### src/rtl/ctrl_pkg.sv
`default_nettype none
// ============================================================================
//  Module  : ctrl_pkg
//  Desc    : Shared types and constants for the core control sequencer:
//            FSM state encoding, src1 operand selects, instruction classes.
//  Rev     : 1.0  initial release
// ============================================================================
package ctrl_pkg;

    // Sequencer states; explicit 3-bit encoding
    typedef enum logic [2:0] {
        FETCH   = 3'd0,
        DECODE  = 3'd1,
        EX_DP   = 3'd2,
        EX_ADDR = 3'd3,
        MEM_ACC = 3'd4,
        EX_BR   = 3'd5,
        EX_MUL  = 3'd6,
        WB      = 3'd7
    } state_t;

    // ALU src1 multiplexer selects
    localparam logic [1:0] SRC1_RN   = 2'b00;
    localparam logic [1:0] SRC1_RS   = 2'b01;
    localparam logic [1:0] SRC1_PC   = 2'b10;
    localparam logic [1:0] SRC1_ZERO = 2'b11;

    // Instruction class codes held in ir[27:26]
    localparam logic [1:0] CLS_DP  = 2'b00;
    localparam logic [1:0] CLS_MEM = 2'b01;
    localparam logic [1:0] CLS_BR  = 2'b10;
    localparam logic [1:0] CLS_MUL = 2'b11;

endpackage
`default_nettype wire

### src/rtl/mul_cycle_counter.sv
`default_nettype none
// ============================================================================
//  Module  : mul_cycle_counter
//  Desc    : Counts busy cycles of an iterative multiply. Counts while
//            enabled, flags done on the last cycle and wraps to zero there.
//  Rev     : 1.0  initial release
// ============================================================================
module mul_cycle_counter #(
    parameter int MUL_CYCLES = 4,
    parameter int CNT_W      = 3
) (
    input  logic clk,
    input  logic rst_n,
    input  logic en,
    input  logic clr,
    output logic done
);

    localparam logic [CNT_W-1:0] C_LAST = CNT_W'(MUL_CYCLES - 1);

    logic [CNT_W-1:0] r_cnt;
    logic             w_done;

    assign w_done = (r_cnt == C_LAST);
    assign done   = w_done;

    // Cycle counter: clear has priority, wrap on the last multiply cycle
    always_ff @(posedge clk) begin
        if (!rst_n) begin
            r_cnt <= '0;
        end else if (clr) begin
            r_cnt <= '0;
        end else if (en) begin
            if (w_done) begin
                r_cnt <= '0;
            end else begin
                r_cnt <= r_cnt + 1'b1;
            end
        end
    end

endmodule
`default_nettype wire

### src/rtl/src1_ctrl_fsm.sv
`default_nettype none
// ============================================================================
//  Module  : src1_ctrl_fsm
//  Desc    : Multi-cycle control sequencer. Fetches an instruction over a
//            ready/valid handshake, decodes its class and drives the per-
//            cycle control word, including the ALU src1 operand select.
//  Rev     : 1.0  initial release
// ============================================================================
module src1_ctrl_fsm
    import ctrl_pkg::*;
#(
    parameter int MUL_CYCLES = 4,
    parameter int CNT_W      = 3
) (
    input  logic        clk,
    input  logic        rst_n,
    input  logic        mem_ready,
    input  logic [31:0] mem_rdata,
    output logic [31:0] ir,
    output logic        mem_req,
    output logic        mem_we,
    output logic [1:0]  src1_sel,
    output logic        alu_en,
    output logic        pc_en,
    output logic        pc_load,
    output logic        reg_we,
    output logic        busy
);

    state_t      r_state;
    state_t      w_state_nxt;
    logic [31:0] r_ir;
    logic [1:0]  w_cls;
    logic        w_is_load;
    logic        w_mul_done;

    assign ir        = r_ir;
    assign w_cls     = r_ir[27:26];
    assign w_is_load = r_ir[20];

    mul_cycle_counter #(
        .MUL_CYCLES (MUL_CYCLES),
        .CNT_W      (CNT_W)
    ) u_mul_cnt (
        .clk   (clk),
        .rst_n (rst_n),
        .en    (r_state == EX_MUL),
        .clr   (r_state == DECODE),
        .done  (w_mul_done)
    );

    // State register
    always_ff @(posedge clk) begin
        if (!rst_n) begin
            r_state <= FETCH;
        end else begin
            r_state <= w_state_nxt;
        end
    end

    // Instruction register: captured only on a completed fetch
    always_ff @(posedge clk) begin
        if (!rst_n) begin
            r_ir <= '0;
        end else if ((r_state == FETCH) && mem_ready) begin
            r_ir <= mem_rdata;
        end
    end

    // Next-state decode
    always_comb begin
        w_state_nxt = r_state;
        case (r_state)
            FETCH:   if (mem_ready) w_state_nxt = DECODE;
            DECODE: begin
                case (w_cls)
                    CLS_DP:  w_state_nxt = EX_DP;
                    CLS_MEM: w_state_nxt = EX_ADDR;
                    CLS_BR:  w_state_nxt = EX_BR;
                    default: w_state_nxt = EX_MUL;
                endcase
            end
            EX_DP:   w_state_nxt = WB;
            EX_ADDR: w_state_nxt = MEM_ACC;
            MEM_ACC: if (mem_ready) w_state_nxt = w_is_load ? WB : FETCH;
            EX_BR:   w_state_nxt = FETCH;
            EX_MUL:  if (w_mul_done) w_state_nxt = WB;
            WB:      w_state_nxt = FETCH;
            default: w_state_nxt = FETCH;
        endcase
    end

    // Control word decode; everything held idle while reset is asserted
    always_comb begin
        mem_req  = 1'b0;
        mem_we   = 1'b0;
        src1_sel = SRC1_ZERO;
        alu_en   = 1'b0;
        pc_en    = 1'b0;
        pc_load  = 1'b0;
        reg_we   = 1'b0;
        busy     = 1'b0;
        if (rst_n) begin
            busy = (r_state != FETCH);
            case (r_state)
                FETCH: begin
                    mem_req = 1'b1;
                    pc_en   = mem_ready;
                end
                EX_DP, EX_ADDR: begin
                    src1_sel = SRC1_RN;
                    alu_en   = 1'b1;
                end
                MEM_ACC: begin
                    mem_req  = 1'b1;
                    mem_we   = ~w_is_load;
                    src1_sel = SRC1_RN;
                end
                EX_BR: begin
                    src1_sel = SRC1_PC;
                    alu_en   = 1'b1;
                    pc_en    = 1'b1;
                    pc_load  = 1'b1;
                end
                EX_MUL: begin
                    src1_sel = SRC1_RS;
                    alu_en   = 1'b1;
                end
                WB:      reg_we = 1'b1;
                default: ;
            endcase
        end
    end

endmodule
`default_nettype wire

### config.mk
export PLATFORM = sky130hd
export DESIGN_NAME = src1_ctrl_fsm
export DESIGN_NICKNAME = d
export VERILOG_FILES = /design/src/rtl/ctrl_pkg.sv /design/src/rtl/mul_cycle_counter.sv /design/src/rtl/src1_ctrl_fsm.sv
export SDC_FILE = /design/constraint.sdc
export NUM_CORES = 1
export LEC_CHECK = 0
export CORE_AREA = 3 3 55 57
export DETAILED_ROUTE_END_ITERATION = 7
export DIE_AREA = 0 0 58 60
export DONT_BUFFER_PORTS = 1
export GPL_ROUTABILITY_DRIVEN = 0
export HOLD_SLACK_MARGIN = 0.03
export PLACE_DENSITY = 0.82
export SLEW_MARGIN = 20
export SYNTH_ARGS = -nofsm -noshare
export SYNTH_HDL_FRONTEND = slang
export SYNTH_SLANG_ARGS = --single-unit
### constraint.sdc
create_clock -name clk -period 3.5 [get_ports clk]
set_input_delay 0.875 -clock clk [delete_from_list [all_inputs] [get_ports clk]]
set_output_delay 0.875 -clock clk [all_outputs]
set_load 0.01 [all_outputs]
==> run_results.csv, run 1 <==
group,metric,value,unit
run_status,status,"finished, final reports clean",
floorplan,core,2520,um2
clock_network,post_cts_resized,0,
timing,tns,0,ns
run,drv_cap,0,
timing,period_share,0.691,
synthesis,yosys-top-cells-area,"dfxtp_1, nand2_1, a21boi_0",
layout,n_fill_cell,228,
synthesis,syn-cell-area,1710,um2
clock_network,cts_tree,"yes",
drt,drt-wirelength-per-cell,14.9,um
placed_design,place_ws,1.24,ns
synthesis,seq_area_frac_synth,0.445,
synthesis,ys_async_sr_fraction,0,
worst_setup_path,worstPathRequired,2.62,ns
power_and_ir_drop,max-vdd-ir-drop,0.350,mV
clock_network,ctsHoldBuffers,0,
timing,tightest_slew,0.590,ns
timing,setup_ws,1.08,ns
synthesis,yosys_warnings,0,
drt,drc,0,
power_and_ir_drop,p_per_area,501,nW/um2
worst_setup_path,r2r_setup_slack,1.75,ns
global_route,grt_pass1_wl,5690,um
timing,slew_headroom,0.606,
worst_setup_path,cp_slowest_stage_delay,0.63,ns
worst_setup_path,setup.worst_path.start,"r_state[1]",
placed_design,io_buffer_count,0,
drt,drtIter0Drc,63,
worst_setup_path,cp_slowest_cell,"dfxtp_1",
layout,nets,240,
drt,antenna_left,0,
worst_setup_path,worstSetupPathType,"register to output port",
power_and_ir_drop,finalPower,0.851,mW
worst_setup_path,cp.depth,3,
timing,setup-violations-final,0,
drt,vias,1368,
timing,min_period,2.42,ns
worst_setup_path,critical_path_arrival,1.54,ns
clock_network,cts_sinks,38,
synthesis,syn-instance-count,211,
synthesis,synth_commonest_cells,"nand2_1, dfxtp_1, a21boi_0, a21boi_1, nor2_1",
synthesis,ys_types,31,
floorplan,die_height,60,um
drt,drt_wl_total,3430,um
global_route,grt_antenna_before_repair,0,
synthesis,synth-edff-count,0,
synthesis,syn_avg_cell_area,8.11,um2
global_route,grt_max_degree,46,
placed_design,dp_hpwl,2430,um
layout,area_growth,-0.731,%
global_route,grt_overflow_total,0,
clock_network,post_cts_buffers,0,
timing,hold_viol,0,
worst_setup_path,timing.rr.start,"r_state[0]",
timing,skew,0.0132,ns
timing,fin_hold_ws,0.486,ns
worst_setup_path,worstPathCellList,"inv_1 -> ha_1 -> nand2_1",
synthesis,yosysMostFrequentCell,"nand2_1",
layout,drive_gt1_frac,0.0450,
global_route,grt_pass1_vias,1302,
global_route,track_usage,0.214,
clock_network,cts_inserted_buffers,5,
synthesis,yosysTopAreaCellShare,0.445,
worst_setup_path,r2r_end,"ir[3]",
synthesis,yosysTopAreaCell,"dfxtp_1",
worst_setup_path,cp-start-kind,"register",
worst_setup_path,reg2reg_depth,4,
synthesis,synth-seq-cells,38,
drt,via_per_inst,5.95,
layout,diodes,0,
worst_setup_path,cp_top_family,"flip-flops",
clock_network,cts_max_level,2,
power_and_ir_drop,p_leak,0.647,nW
synthesis,ys.flop_type,"dfxtp_1",
floorplan,io_pins,76,
drt,drtPass1Iterations,4,
worst_setup_path,endpoint_kind,"output port",
synthesis,synth_nets,250,
worst_setup_path,cp_num_buf_inv,1,
timing,fmax,413,MHz
floorplan,die-width,58,um
worst_setup_path,critPathCapture,"src1_sel[0]",
clock_network,root_buffer,"clkbuf_4",
layout,final_util,0.673,
floorplan,row_count,18,
worst_setup_path,cp_max_fo,15,
timing,rsz0062_at_grt,"no",
floorplan,die_area,3480,um2
worst_hold_path,holdCritPathClass,"register to register",
timing,slew_viol_final,0,
floorplan,initial_core_util,0.678,
clock_network,clk_pin_slew,0.11,ns
clock_network,clk_latency,0.33,ns
clock_network,clk_path_buf_depth,2,
## flip-flops by register name, summed over array words and instances, names as in the netlist
name / flops
r_state: 3
u_mul_cnt.r_cnt: 3
ir: 32
## worst register-to-register path, stage by stage (launching register included)
cell and delay (ns):
dfxtp_1 0.49, nor2_1 0.27, nand3_2 0.50, nand2_1 0.25, a21boi_0 0.12
## layout by cell type (no fill, tap or decap), drive strengths merged, types with 3 or more instances in the layout
cell / synthesis / layout
clkbuf: 6 / 6
a31oi: 3 / 3
inv: 5 / 5
dfxtp: 38 / 38
nand2: 71 / 71
a21boi: 33 / 33
nor2: 7 / 7
ha: 4 / 4
a21oi: 5 / 5
o21ai: 5 / 5
## kinds of logic (layout without fill, tap and decap cells)
kind of cell	after synthesis	count (layout)	synth area share
simple gates	94	94	0.230
compound gates	53	53	0.222
fa+ha+maj	4	4	0.0293
flops	38	38	0.445
buf+inv	22	11	0.0739
## worst min-delay path by stage
stage,endpoint,slack [ns],cells after the start,start
floorplan,u_mul_cnt.r_cnt[2],0.43,2,u_mul_cnt.r_cnt[2]
global placement,u_mul_cnt.r_cnt[2],0.44,2,u_mul_cnt.r_cnt[2]
detailed placement,u_mul_cnt.r_cnt[2],0.47,2,u_mul_cnt.r_cnt[2]
CTS,u_mul_cnt.r_cnt[2],0.48,2,u_mul_cnt.r_cnt[2]
global route,u_mul_cnt.r_cnt[2],0.51,2,u_mul_cnt.r_cnt[2]
finish,u_mul_cnt.r_cnt[2],0.49,2,u_mul_cnt.r_cnt[2]
## area by class of cell
type	count	area (um2)	area share
well taps	30	37.5	0.0221
multi-input cells	151	830	0.489
flip-flops and latches	38	761	0.448
clock buffers	6	51.3	0.0302
inverters	5	18.8	0.0111
## metrics by stage
| stage | cells | cell area (um2) |
|---|---|---|
| 2_1_floorplan | 211 | 1710 |
| 3_3_place_gp | 224 | 1640 |
| 3_5_place_dp | 224 | 1640 |
| 4_1_cts | 230 | 1690 |
| 5_1_grt | 230 | 1700 |
| 6_report | 230 | 1700 |
## per-layer routing
layer | up-vias | part of all wire | track usage
li1 | 679 | - | -
met1 | 616 | 0.39 | 0.249
met2 | 65 | 0.49 | 0.358
met3 | 8 | 0.098 | 0.0713
met4 | 0 | 0.018 | 0.0960
met5 | - | 0 | 0
## power breakdown
part	total, mW	switching, mW	internal, mW
combinational	0.117	0.0727	0.0444
clock	0.217	0.126	0.0906
sequential	0.517	0.0497	0.468
total	0.851	0.249	0.603
Power figures use the tool's default switching activity.
==> run 2: changes to the inputs <==
--- a/config.mk
+++ b/config.mk
@@ -5,13 +5,13 @@
 export SDC_FILE = /design/constraint.sdc
 export NUM_CORES = 1
 export LEC_CHECK = 0
-export CORE_AREA = 3 3 55 57
+export CORE_AREA = 3 3 57 59
 export DETAILED_ROUTE_END_ITERATION = 7
-export DIE_AREA = 0 0 58 60
+export DIE_AREA = 0 0 60 62
 export DONT_BUFFER_PORTS = 1
 export GPL_ROUTABILITY_DRIVEN = 0
 export HOLD_SLACK_MARGIN = 0.03
-export PLACE_DENSITY = 0.82
+export PLACE_DENSITY = 0.76
 export SLEW_MARGIN = 20
 export SYNTH_ARGS = -nofsm -noshare
 export SYNTH_HDL_FRONTEND = slang
==> constraint.sdc (replaced) <==
create_clock -name clk -period 2.25 [get_ports clk]
set_input_delay 0.5625 -clock clk [delete_from_list [all_inputs] [get_ports clk]]
set_output_delay 0.5625 -clock clk [all_outputs]
set_load 0.01 [all_outputs]
==> run 2 against run 1 <==
Sequential cell count did not move; sequential power rose by 55%; combinational power up 59%; final area rose by 0.88%; critical path depth unchanged; via count decreased by 1.3%; non-clock buffer count increased by 1; global-route usage fell by 2.2 points; worst setup slack lost 0.96 ns; clock skew shrank 0.0090 ns; total power is 61% higher.
==> run_results.csv, run 2 (same netlist as run 1, synthesis figures left out) <==
group,metric,value,unit
run_status,status,"finished, final reports clean",
global_route,grt_max_degree,46,
worst_setup_path,r2r_setup_slack,0.22,ns
clock_network,cts_max_level,2,
drt,drtPass1Iterations,4,
clock_network,ctsHoldBuffers,0,
placed_design,dp_hpwl,2520,um
drt,via_per_inst,5.77,
drt,drtIter0Drc,57,
floorplan,die_area,3720,um2
drt,drt-wirelength-per-cell,15.1,um
clock_network,clk_pin_slew,0.11,ns
drt,drt_wl_total,3530,um
power_and_ir_drop,internal_power,0.949,mW
clock_network,root_buffer,"clkbuf_4",
timing,rsz0062_at_grt,"no",
clock_network,cts_inserted_buffers,5,
global_route,grt_pass1_wl,5360,um
clock_network,cts_tree,"yes",
layout,diodes,0,
layout,final_util,0.621,
timing,fmax,470,MHz
power_and_ir_drop,p_per_area,798,nW/um2
power_and_ir_drop,clock_power_share,0.276,
timing,fin_hold_ws,0.342,ns
layout,area_growth,0.146,%
timing,slew_viol_final,0,
global_route,grt_antenna_before_repair,0,
timing,min_period,2.13,ns
drt,vias,1350,
power_and_ir_drop,power_frac_comb,0.136,
worst_setup_path,worstPathRequired,1.69,ns
placed_design,io_buffer_count,0,
clock_network,clk_path_buf_depth,2,
power_and_ir_drop,seqPwrFrac,0.588,
worst_setup_path,worstSetupPathType,"register to output port",
timing,tightest_slew,1.05,ns
worst_setup_path,cp_max_fo,15,
clock_network,cts_sinks,38,
timing,hold_viol,0,
clock_network,clk_latency,0.34,ns
drt,antenna_left,0,
timing,tns,0,ns
timing,setup-violations-final,0,
floorplan,row_count,19,
run,drv_cap,0,
power_and_ir_drop,finalPower,1.37,mW
global_route,grt_overflow_total,0,
worst_setup_path,endpoint_kind,"output port",
layout,largest_reg_flops,32,
floorplan,die_height,62,um
layout,most-common-layout-cells,"nand2_1, dfxtp_1, a21boi_0",
layout,layout_commonest_cell,"nand2_1",
worst_hold_path,holdCritPathClass,"input pin to register",
power_and_ir_drop,p_leak,0.653,nW
layout,nets,241,
worst_setup_path,critical_path_arrival,1.56,ns
timing,slew_headroom,0.297,
clock_network,post_cts_resized,0,
timing,skew,0.00422,ns
power_and_ir_drop,p_sw,0.417,mW
floorplan,core,2760,um2
clock_network,post_cts_buffers,0,
worst_setup_path,cp-start-kind,"register",
layout,drive_gt1_frac,0.0493,
power_and_ir_drop,max-vdd-ir-drop,0.684,mV
floorplan,die-width,60,um
floorplan,io_pins,76,
power_and_ir_drop,swShare,0.305,
global_route,grt_pass1_vias,1300,
timing,period_share,0.945,
floorplan,initial_core_util,0.620,
placed_design,placed_area,1650,um2
drt,drc,0,
global_route,track_usage,0.192,
layout,fin_area,1710,um2
[run 2: worst paths after layout]
| kind | endpoint | depth (start not counted) | from |
|---|---|---|---|
| min | ir[30] | 2 | mem_rdata[30] |
| min reg2reg | u_mul_cnt.r_cnt[2] | 2 | u_mul_cnt.r_cnt[2] |
| max reg2reg | ir[9] | 4 | r_state[0] |
| max | src1_sel[0] | 3 | r_state[1] |
[run 2: area by class of cell]
class                           instances  area [um2]
Clock buffer                            6        51.3
Clock inverter                          2        12.5
Fill cell                             257        1040
Inverter                                5        18.8
Multi-Input combinational cell        151         823
Sequential cell                        38         761
Tap cell                               31        38.8
Timing Repair Buffer                    1        7.51
[run 2: per-stage QoR]
step                std cells  setup slack (ns)
finish                    234             0.124
global route              234           0.00397
CTS                       234             0.106
detailed placement        226             0.232
global placement          226             0.383
floorplan                 211             0.321
[run 2: critical path, cell delays in order (launching register included)]
cell and delay (ns):
dfxtp_1 0.62, inv_1 0.15, ha_1 0.33, nand2_1 0.12
[run 2: routing by layer]
layer  part of all wire  GRT usage
met3              0.092     0.0620
met5                  0          0
met4              0.017     0.0981
met2               0.52      0.358
met1               0.37      0.191
[run 2: power groups by stage]
stage | clock network [mW] | logic [mW] | registers, mW
after floorplan | 0 | 0.204 | 0.794
after global placement | 0 | 0.177 | 0.817
after detailed placement | 0 | 0.188 | 0.820
after CTS | 0.391 | 0.188 | 0.805
after global routing | 0.418 | 0.215 | 0.812
final | 0.377 | 0.186 | 0.803
